[src/rtl/pan_mix_scheduler_if.sv]
// Bus between the voice side, the shared pan unit and the pan_mix_scheduler.
// The master modport is the environment: it drives the voices and the pan unit results.
// The slave modport is the scheduler itself.
// SAMPLE_WIDTH and FIXED_POINT get default values here when the build does not set them.
`ifndef SAMPLE_WIDTH
`define SAMPLE_WIDTH 32
`endif
`ifndef FIXED_POINT
`define FIXED_POINT 16
`endif

interface pan_mix_scheduler_if #(
  parameter int N_VOICES = 8,
  parameter int WIDTH    = `SAMPLE_WIDTH,
  parameter int FRAC     = `FIXED_POINT
);
  localparam int OUT_W = WIDTH + FRAC;

  logic                              sample_tick;
  logic [N_VOICES-1:0][WIDTH-1:0]    voice_in;
  logic [N_VOICES-1:0][31:0]         weight_in;
  logic [WIDTH-1:0]                  pan_in;
  logic [31:0]                       pan_weight;
  logic signed [OUT_W-1:0]           pan_left;
  logic signed [OUT_W-1:0]           pan_right;
  logic signed [OUT_W-1:0]           mix_left;
  logic signed [OUT_W-1:0]           mix_right;
  logic                              mix_valid;
  logic                              busy;
  logic                              overrun;

  modport master (
    output sample_tick, voice_in, weight_in, pan_left, pan_right,
    input  pan_in, pan_weight, mix_left, mix_right, mix_valid, busy, overrun
  );

  modport slave (
    input  sample_tick, voice_in, weight_in, pan_left, pan_right,
    output pan_in, pan_weight, mix_left, mix_right, mix_valid, busy, overrun
  );
endinterface

[src/rtl/pan_mix_scheduler.sv]
// pan_mix_scheduler: time-multiplexes one shared pan unit across N_VOICES voices per frame.
// A tick snapshots every voice and weight. One voice is issued per cycle. The returned
// left/right values are summed into a stereo mix, and the mix is published with a 1-cycle
// mix_valid pulse.
// Optional feature: define PAN_MIX_SAT_EN to saturate the mix to the output range.
// Without it, the mix takes the low bits of the accumulator (two's-complement wrap).
`ifndef SAMPLE_WIDTH
`define SAMPLE_WIDTH 32
`endif
`ifndef FIXED_POINT
`define FIXED_POINT 16
`endif

module pan_mix_scheduler #(
  parameter int N_VOICES    = 8,
  parameter int WIDTH       = `SAMPLE_WIDTH,
  parameter int PAN_LATENCY = 1
) (
  input  logic               clk,
  input  logic               rstn,
  pan_mix_scheduler_if.slave bus
);
  localparam int OUT_W = WIDTH + `FIXED_POINT;
  localparam int ACC_W = OUT_W + $clog2(N_VOICES) + 1;
  localparam int IDX_W = (N_VOICES > 1) ? $clog2(N_VOICES) : 1;
  localparam logic [IDX_W-1:0] LAST_IDX = IDX_W'(N_VOICES - 1);
  // Every pipe stage except the output stage; the pipe is drained once these are all empty.
  localparam logic [PAN_LATENCY-1:0] KEEP_MASK = {PAN_LATENCY{1'b1}} >> 1;

  typedef enum logic [1:0] {IDLE, ISSUE, DRAIN, DONE} state_t;

  state_t                          state;
  state_t                          state_next;
  logic [IDX_W-1:0]                idx;
  logic [IDX_W-1:0]                idx_inc;
  logic [PAN_LATENCY-1:0]          tag_pipe;
  logic                            tag_out;
  logic [N_VOICES-1:0][WIDTH-1:0]  snap_voice;
  logic [N_VOICES-1:0][31:0]       snap_weight;
  logic signed [ACC_W-1:0]         acc_l;
  logic signed [ACC_W-1:0]         acc_r;
  logic signed [ACC_W-1:0]         acc_l_next;
  logic signed [ACC_W-1:0]         acc_r_next;
  logic [OUT_W-1:0]                mix_l_val;
  logic [OUT_W-1:0]                mix_r_val;
  logic                            accept;
  logic                            push_tag;
  logic                            drain_done;

  assign accept     = (state == IDLE) && bus.sample_tick;
  assign tag_out    = tag_pipe[PAN_LATENCY-1];
  assign drain_done = (tag_pipe & KEEP_MASK) == '0;
  assign idx_inc    = idx + 1'b1;

  // State register
  always_ff @(posedge clk or negedge rstn) begin
    if (!rstn) state <= IDLE;
    else       state <= state_next;
  end

  // Next-state logic: issue N voices, wait for the pan pipe to empty, publish
  always_comb begin
    state_next = state;
    unique case (state)
      IDLE:  if (bus.sample_tick) state_next = ISSUE;
      ISSUE: if (idx == LAST_IDX) state_next = DRAIN;
      DRAIN: if (drain_done)      state_next = DONE;
      DONE:                       state_next = IDLE;
      default:                    state_next = IDLE;
    endcase
  end

  // Moore outputs decoded from the state; a tick seen in DONE is therefore still "busy"
  always_comb begin
    push_tag      = (state == ISSUE);
    bus.busy      = (state != IDLE);
    bus.mix_valid = (state == DONE);
  end

  // Tag pipe runs alongside the pan unit and marks which of its outputs are real voices
  always_ff @(posedge clk or negedge rstn) begin
    if (!rstn) tag_pipe <= '0;
    else       tag_pipe <= (tag_pipe << 1) | PAN_LATENCY'(push_tag);
  end

  // Snapshot and issue: voice 0 goes out straight from the inputs, later voices come from the snapshot
  always_ff @(posedge clk or negedge rstn) begin
    if (!rstn) begin
      snap_voice     <= '0;
      snap_weight    <= '0;
      idx            <= '0;
      bus.pan_in     <= '0;
      bus.pan_weight <= '0;
    end else if (accept) begin
      snap_voice     <= bus.voice_in;
      snap_weight    <= bus.weight_in;
      idx            <= '0;
      bus.pan_in     <= bus.voice_in[0];
      bus.pan_weight <= bus.weight_in[0];
    end else if (state == ISSUE && idx != LAST_IDX) begin
      idx            <= idx_inc;
      bus.pan_in     <= snap_voice[idx_inc];
      bus.pan_weight <= snap_weight[idx_inc];
    end
  end

  // Next accumulator values: add sign-extended pan results only when the tag marks a real voice
  always_comb begin
    acc_l_next = acc_l;
    acc_r_next = acc_r;
    if (tag_out) begin
      acc_l_next = acc_l + ACC_W'(bus.pan_left);
      acc_r_next = acc_r + ACC_W'(bus.pan_right);
    end
  end

  // Accumulators are cleared on an accepted tick so each frame starts from zero
  always_ff @(posedge clk or negedge rstn) begin
    if (!rstn) begin
      acc_l <= '0;
      acc_r <= '0;
    end else if (accept) begin
      acc_l <= '0;
      acc_r <= '0;
    end else begin
      acc_l <= acc_l_next;
      acc_r <= acc_r_next;
    end
  end

  // Narrow the final accumulator value to the mix width
  always_comb begin
`ifdef PAN_MIX_SAT_EN
    mix_l_val = acc_l_next[OUT_W-1:0];
    mix_r_val = acc_r_next[OUT_W-1:0];
    if (acc_l_next[ACC_W-1:OUT_W-1] != '0 && acc_l_next[ACC_W-1:OUT_W-1] != '1)
      mix_l_val = acc_l_next[ACC_W-1] ? {1'b1, {(OUT_W-1){1'b0}}} : {1'b0, {(OUT_W-1){1'b1}}};
    if (acc_r_next[ACC_W-1:OUT_W-1] != '0 && acc_r_next[ACC_W-1:OUT_W-1] != '1)
      mix_r_val = acc_r_next[ACC_W-1] ? {1'b1, {(OUT_W-1){1'b0}}} : {1'b0, {(OUT_W-1){1'b1}}};
`else
    mix_l_val = acc_l_next[OUT_W-1:0];
    mix_r_val = acc_r_next[OUT_W-1:0];
`endif
  end

  // Mix outputs load as the FSM enters DONE and hold until the next frame completes
  always_ff @(posedge clk or negedge rstn) begin
    if (!rstn) begin
      bus.mix_left  <= '0;
      bus.mix_right <= '0;
    end else if (state == DRAIN && drain_done) begin
      bus.mix_left  <= mix_l_val;
      bus.mix_right <= mix_r_val;
    end
  end

  // Sticky overrun flag: any tick that arrives while a frame is in flight
  always_ff @(posedge clk or negedge rstn) begin
    if (!rstn)                                  bus.overrun <= 1'b0;
    else if (bus.sample_tick && state != IDLE)  bus.overrun <= 1'b1;
  end
endmodule
[src/flat_wrapper.sv]
// flat-port wrapper written by rule: the top's interface ports become plain ports
module pan_mix_scheduler_flat 
#(
  parameter int N_VOICES    = 8,
  parameter int WIDTH       = `SAMPLE_WIDTH,
  parameter int PAN_LATENCY = 1
)
  (clk, rstn, bus_sample_tick, bus_voice_in, bus_weight_in, bus_pan_left, bus_pan_right, bus_pan_in, bus_pan_weight, bus_mix_left, bus_mix_right, bus_mix_valid, bus_busy, bus_overrun);
  pan_mix_scheduler_if #(.N_VOICES(N_VOICES), .WIDTH(WIDTH)) bus_i ();
  input  logic clk;
  input  logic rstn;
  input wire logic [$bits(bus_i.sample_tick)-1:0] bus_sample_tick;
  input wire logic [$bits(bus_i.voice_in)-1:0] bus_voice_in;
  input wire logic [$bits(bus_i.weight_in)-1:0] bus_weight_in;
  input wire logic [$bits(bus_i.pan_left)-1:0] bus_pan_left;
  input wire logic [$bits(bus_i.pan_right)-1:0] bus_pan_right;
  output wire logic [$bits(bus_i.pan_in)-1:0] bus_pan_in;
  output wire logic [$bits(bus_i.pan_weight)-1:0] bus_pan_weight;
  output wire logic [$bits(bus_i.mix_left)-1:0] bus_mix_left;
  output wire logic [$bits(bus_i.mix_right)-1:0] bus_mix_right;
  output wire logic [$bits(bus_i.mix_valid)-1:0] bus_mix_valid;
  output wire logic [$bits(bus_i.busy)-1:0] bus_busy;
  output wire logic [$bits(bus_i.overrun)-1:0] bus_overrun;
  assign bus_i.sample_tick = bus_sample_tick;
  assign bus_i.voice_in = bus_voice_in;
  assign bus_i.weight_in = bus_weight_in;
  assign bus_i.pan_left = bus_pan_left;
  assign bus_i.pan_right = bus_pan_right;
  assign bus_pan_in = bus_i.pan_in;
  assign bus_pan_weight = bus_i.pan_weight;
  assign bus_mix_left = bus_i.mix_left;
  assign bus_mix_right = bus_i.mix_right;
  assign bus_mix_valid = bus_i.mix_valid;
  assign bus_busy = bus_i.busy;
  assign bus_overrun = bus_i.overrun;
  pan_mix_scheduler #(.N_VOICES(N_VOICES), .WIDTH(WIDTH), .PAN_LATENCY(PAN_LATENCY)) u_core (.clk(clk), .rstn(rstn), .bus(bus_i));
endmodule
[config.mk]
export PLATFORM = sky130hd
export DESIGN_NAME = pan_mix_scheduler_flat
export DESIGN_NICKNAME = d
export VERILOG_FILES = /design/src/rtl/pan_mix_scheduler_if.sv /design/src/rtl/pan_mix_scheduler.sv /design/src/flat_wrapper.sv
export SDC_FILE = /design/constraint.sdc
export NUM_CORES = 2
export LEC_CHECK = 0
export BUFFER_PORTS_ARGS = -buffer_cell sky130_fd_sc_hd__buf_2
export CAP_MARGIN = 0
export CORE_UTILIZATION = 30
export CTS_CLUSTER_SIZE = 16
export DETAILED_ROUTE_END_ITERATION = 12
export HOLD_SLACK_MARGIN = 0.02
export RECOVER_POWER = 25
export SLEW_MARGIN = 20
export SYNTH_ARGS = -nofsm -noshare
export SYNTH_HDL_FRONTEND = slang
export SYNTH_SLANG_ARGS = --single-unit
export TNS_END_PERCENT = 10
[constraint.sdc]
create_clock -name clk -period 7.05 [get_ports clk]
set_input_delay 2.115 -clock clk [delete_from_list [all_inputs] [get_ports clk]]
set_output_delay 2.115 -clock clk [all_outputs]
set_load 0.01 [all_outputs]
==> results.md <==
* Largest net degree at the start of global routing at 170
* Clock network fraction of total power at 21.4%
* Critical R2R Launch: u_core.idx[0]
* Worst-case reg-to-reg path depth at 7
* Sw Share at 40.9%
* Post-detail-place hpwl at 92.4 mm
* Post-Syn Area at 38800 um^2
* Failing checks: capacitance limit, slew limit
* WP depth at 2
* Final Hold Fails at 0
* Peak VDD IR at 0.281 mV
* Post-CTS Setup Bufs at 0
* Drt first pass iters at 5
* Fmax at 206 MHz
* Final wirelength at 130 mm
* H-tree levels at 3
* Post-route insts no fill at 6653
* Post-layout nets at 5590
* RSZ-0062 raised after global routing: no
* Crit path required time at 7.20 ns
* Area grow syn2layout at 22.3%
* Internal power at 13.8 mW
* Die area at 131000 um^2
* Max-Slew Margin vs Limit at -102%
* Number of vias per cell at 4.95
* CP max stage delay at 2.16 ns
* Hold Path Class: flip-flop to flip-flop
* Leak at 23.7 nW
* # placed instances at 6447
* Bufs and invs on worst path at 2
* Post-synth top flop: dfrtp_1
* Die width at 362 um
* Fin Setup TNS at 0 ns
* Clock skew at 0.0665 ns
* Drt drc at 0
* Pwr/cell area at 494 nW/um^2
* Crit end category: async pin
* Reg2Reg Setup Slack at 3.52 ns
* P_sw at 9.59 mW
* Core ar. at 128000 um^2
* Clk buf depth at 3
* Clk_lat worst skew at 0.72 ns
* Post-cts hold buffer count at 0
* CTS Sinks at 775
* Final Cell Area at 47400 um^2
* Post-DRT Antenna Nets at 0
* GR Util All Layers at 19.4%
* Row count at 131
* Slowest-stage cell, CP: clkbuf_2
* Slew @ Worst Pin at 3.04 ns
* Outcome: finished with violations
* Crit path capture: u_core.snap_voice[117]
* Commonest non-fill, non-tap cell in the layout: nand2_1
* Share of cells above drive strength 1 at 22.7%
* Synth Instances at 4242
* GR Overflow Total at 0
* Launch point of the worst path: rstn
* R2r endpoint: u_core.bus.pan_weight[15]
* Reg clk slew, reported paths at 0.06 ns
* CP Launch Type: primary input
* Ranking of synthesized cells by area: dfrtp_1 (50%), nand2_1 (16%), mux4_2 (7.4%), mux2i_1 (3.5%), ha_1 (3.3%)
* Commonest non-fill, non-tap cells in the layout: nand2_1 (1652), dfrtp_1 (773), buf_2 (771)
* Final setup vio count at 0
* Critical path fanouts, max at 117
* DRT iter0 DRCs at 2267
* Initial Util at 30.3%
* RD Place Congestion at 0.927
* Synth area leader: dfrtp_1
* Worst EP arrival at 5.00 ns
* Final min period at 4.85 ns
* # IOs at 774
* Area after DPL at 44200 um^2
* Post-DR wirelength/cell at 19.5 um
* Die span in y at 362 um
* Max Transition Viols Final at 360
* Worst path top cell family by delay: buffers and inverters
* Gate power share at 45.2%
* FFs w/ async S/R, synth at 100%
* WS Path Type: primary input to async pin
* Seq/Total Area, Yosys at 50.0%
* Post-synth EDFFs at 0
* Synth Area per Inst at 9.14 um^2
* CTS tree: done
* Yosys warning count at 0
* Period utilization at 68.8%
* Critical-path cell list: buf_8, clkbuf_2
* Number of max-cap violations at 4
* Syn nets at 4956
* Vias at 32900
* CTS buffer count at 89
* Post-synth cell types at 77
* Port Buffers at 773
* First-pass GRT wire length at 198 mm
* FF+latch count, synth at 775
* Vias in the first global route at 32900
* Root Buffer: clkbuf_16
* Sequential power share at 33.5%
* Initial antenna violation count at 86
* Yosys top cell area share at 50.0%
* Post-CTS Resized at 0
cell families after synthesis:
family	share of synthesized area, %
simple gates	21.6
flops	50.0
compound gates	9.29
buf+inv	2.97
mux	11.1
fa+ha+maj	3.36
xor+xnor	1.67
worst min path at each step:
stage,startpoint,endpoint,cells past startpoint
after floorplan,u_core.snap_voice[100],u_core.snap_voice[100],2
after global placement,u_core.bus.overrun,u_core.bus.overrun,1
after detailed placement,u_core.bus.overrun,u_core.bus.overrun,1
after CTS,u_core.bus.overrun,u_core.bus.overrun,1
after global routing,u_core.bus.overrun,u_core.bus.overrun,1
final,u_core.bus.overrun,u_core.bus.overrun,1
final cells by class:
cell class,instances,area [um^2]
antenna,39,97.6
clock buffer,117,2540
clock inverter,50,659
fill,13100,80400
inverter,37,139
multi-input combinational,3170,18300
sequential,775,19400
tap,1662,2080
timing repair buffer,803,4220
cells in the mapped netlist, drive strengths merged (3+ instances only):
master,count
nand2,1653
dfrtp,775
nor2,309
a21oi,247
clkbuf,215
mux2i,136
o21ai,135
mux4,128
ha,101
a21o,52
nand3,46
buf,45
xnor2,41
inv,37
xor2,33
nand4,30
nor3,28
a31oi,20
a211oi,18
o211ai,16
nand2b,15
o21bai,15
o21a,13
or2,12
o221ai,11
nor2b,9
and2,7
o31ai,7
a41oi,6
mux2,6
or3,6
nor3b,5
o22ai,5
a211o,4
a311oi,4
nor4,4
o2111ai,4
a31o,3
and3,3
o311a,3
o41ai,3
power by group through the flow:
stage | clock (mW) | combinational (mW) | sequential, mW
after CTS | 5.14 | 10.7 | 7.83
after global routing | 5.30 | 11.8 | 8.09
after global placement | 0 | 10.5 | 7.83
final | 5.01 | 10.6 | 7.84
after floorplan | 0 | 7.49 | 7.64
after detailed placement | 0 | 10.7 | 7.88
metrics by stage:
step / worst slack [ns] / power, mW / utilization [%] / hold WS, ns
after global routing: 1.70 / 25.2 / 37.1 / 0.485
after detailed placement: 1.76 / 18.5 / 34.6 / 0.451
after global placement: 1.74 / 18.3 / 34.6 / 0.437
after floorplan: 2.64 / 15.1 / - / 0.440
final: 2.20 / 23.4 / 37.1 / 0.463
after CTS: 2.50 / 23.7 / 37.1 / 0.465
sequential cells by signal, summed over array words and instances (netlist names):
| signal | flops |
|---|---|
| u_core.bus.pan_weight | 32 |
| u_core.acc_l | 48 |
| u_core.bus.mix_right | 48 |
| u_core.bus.mix_left | 48 |
| u_core.idx | 3 |
| u_core.snap_voice | 256 |
| u_core.bus.overrun | 1 |
| u_core.state | 2 |
| u_core.tag_out | 1 |
| u_core.bus.pan_in | 32 |
| u_core.acc_r | 48 |
| u_core.snap_weight | 256 |
layer usage:
| layer | up-vias | routed length (um) | track usage, % |
|---|---|---|---|
| li1 | 15500 | - | - |
| met1 | 16100 | 55400 | 24.9 |
| met2 | 969 | 60300 | 31.1 |
| met3 | 278 | 9320 | 5.74 |
| met4 | 72 | 4360 | 6.93 |
| met5 | - | 444 | 0 |
Power figures use the tool's default switching activity.
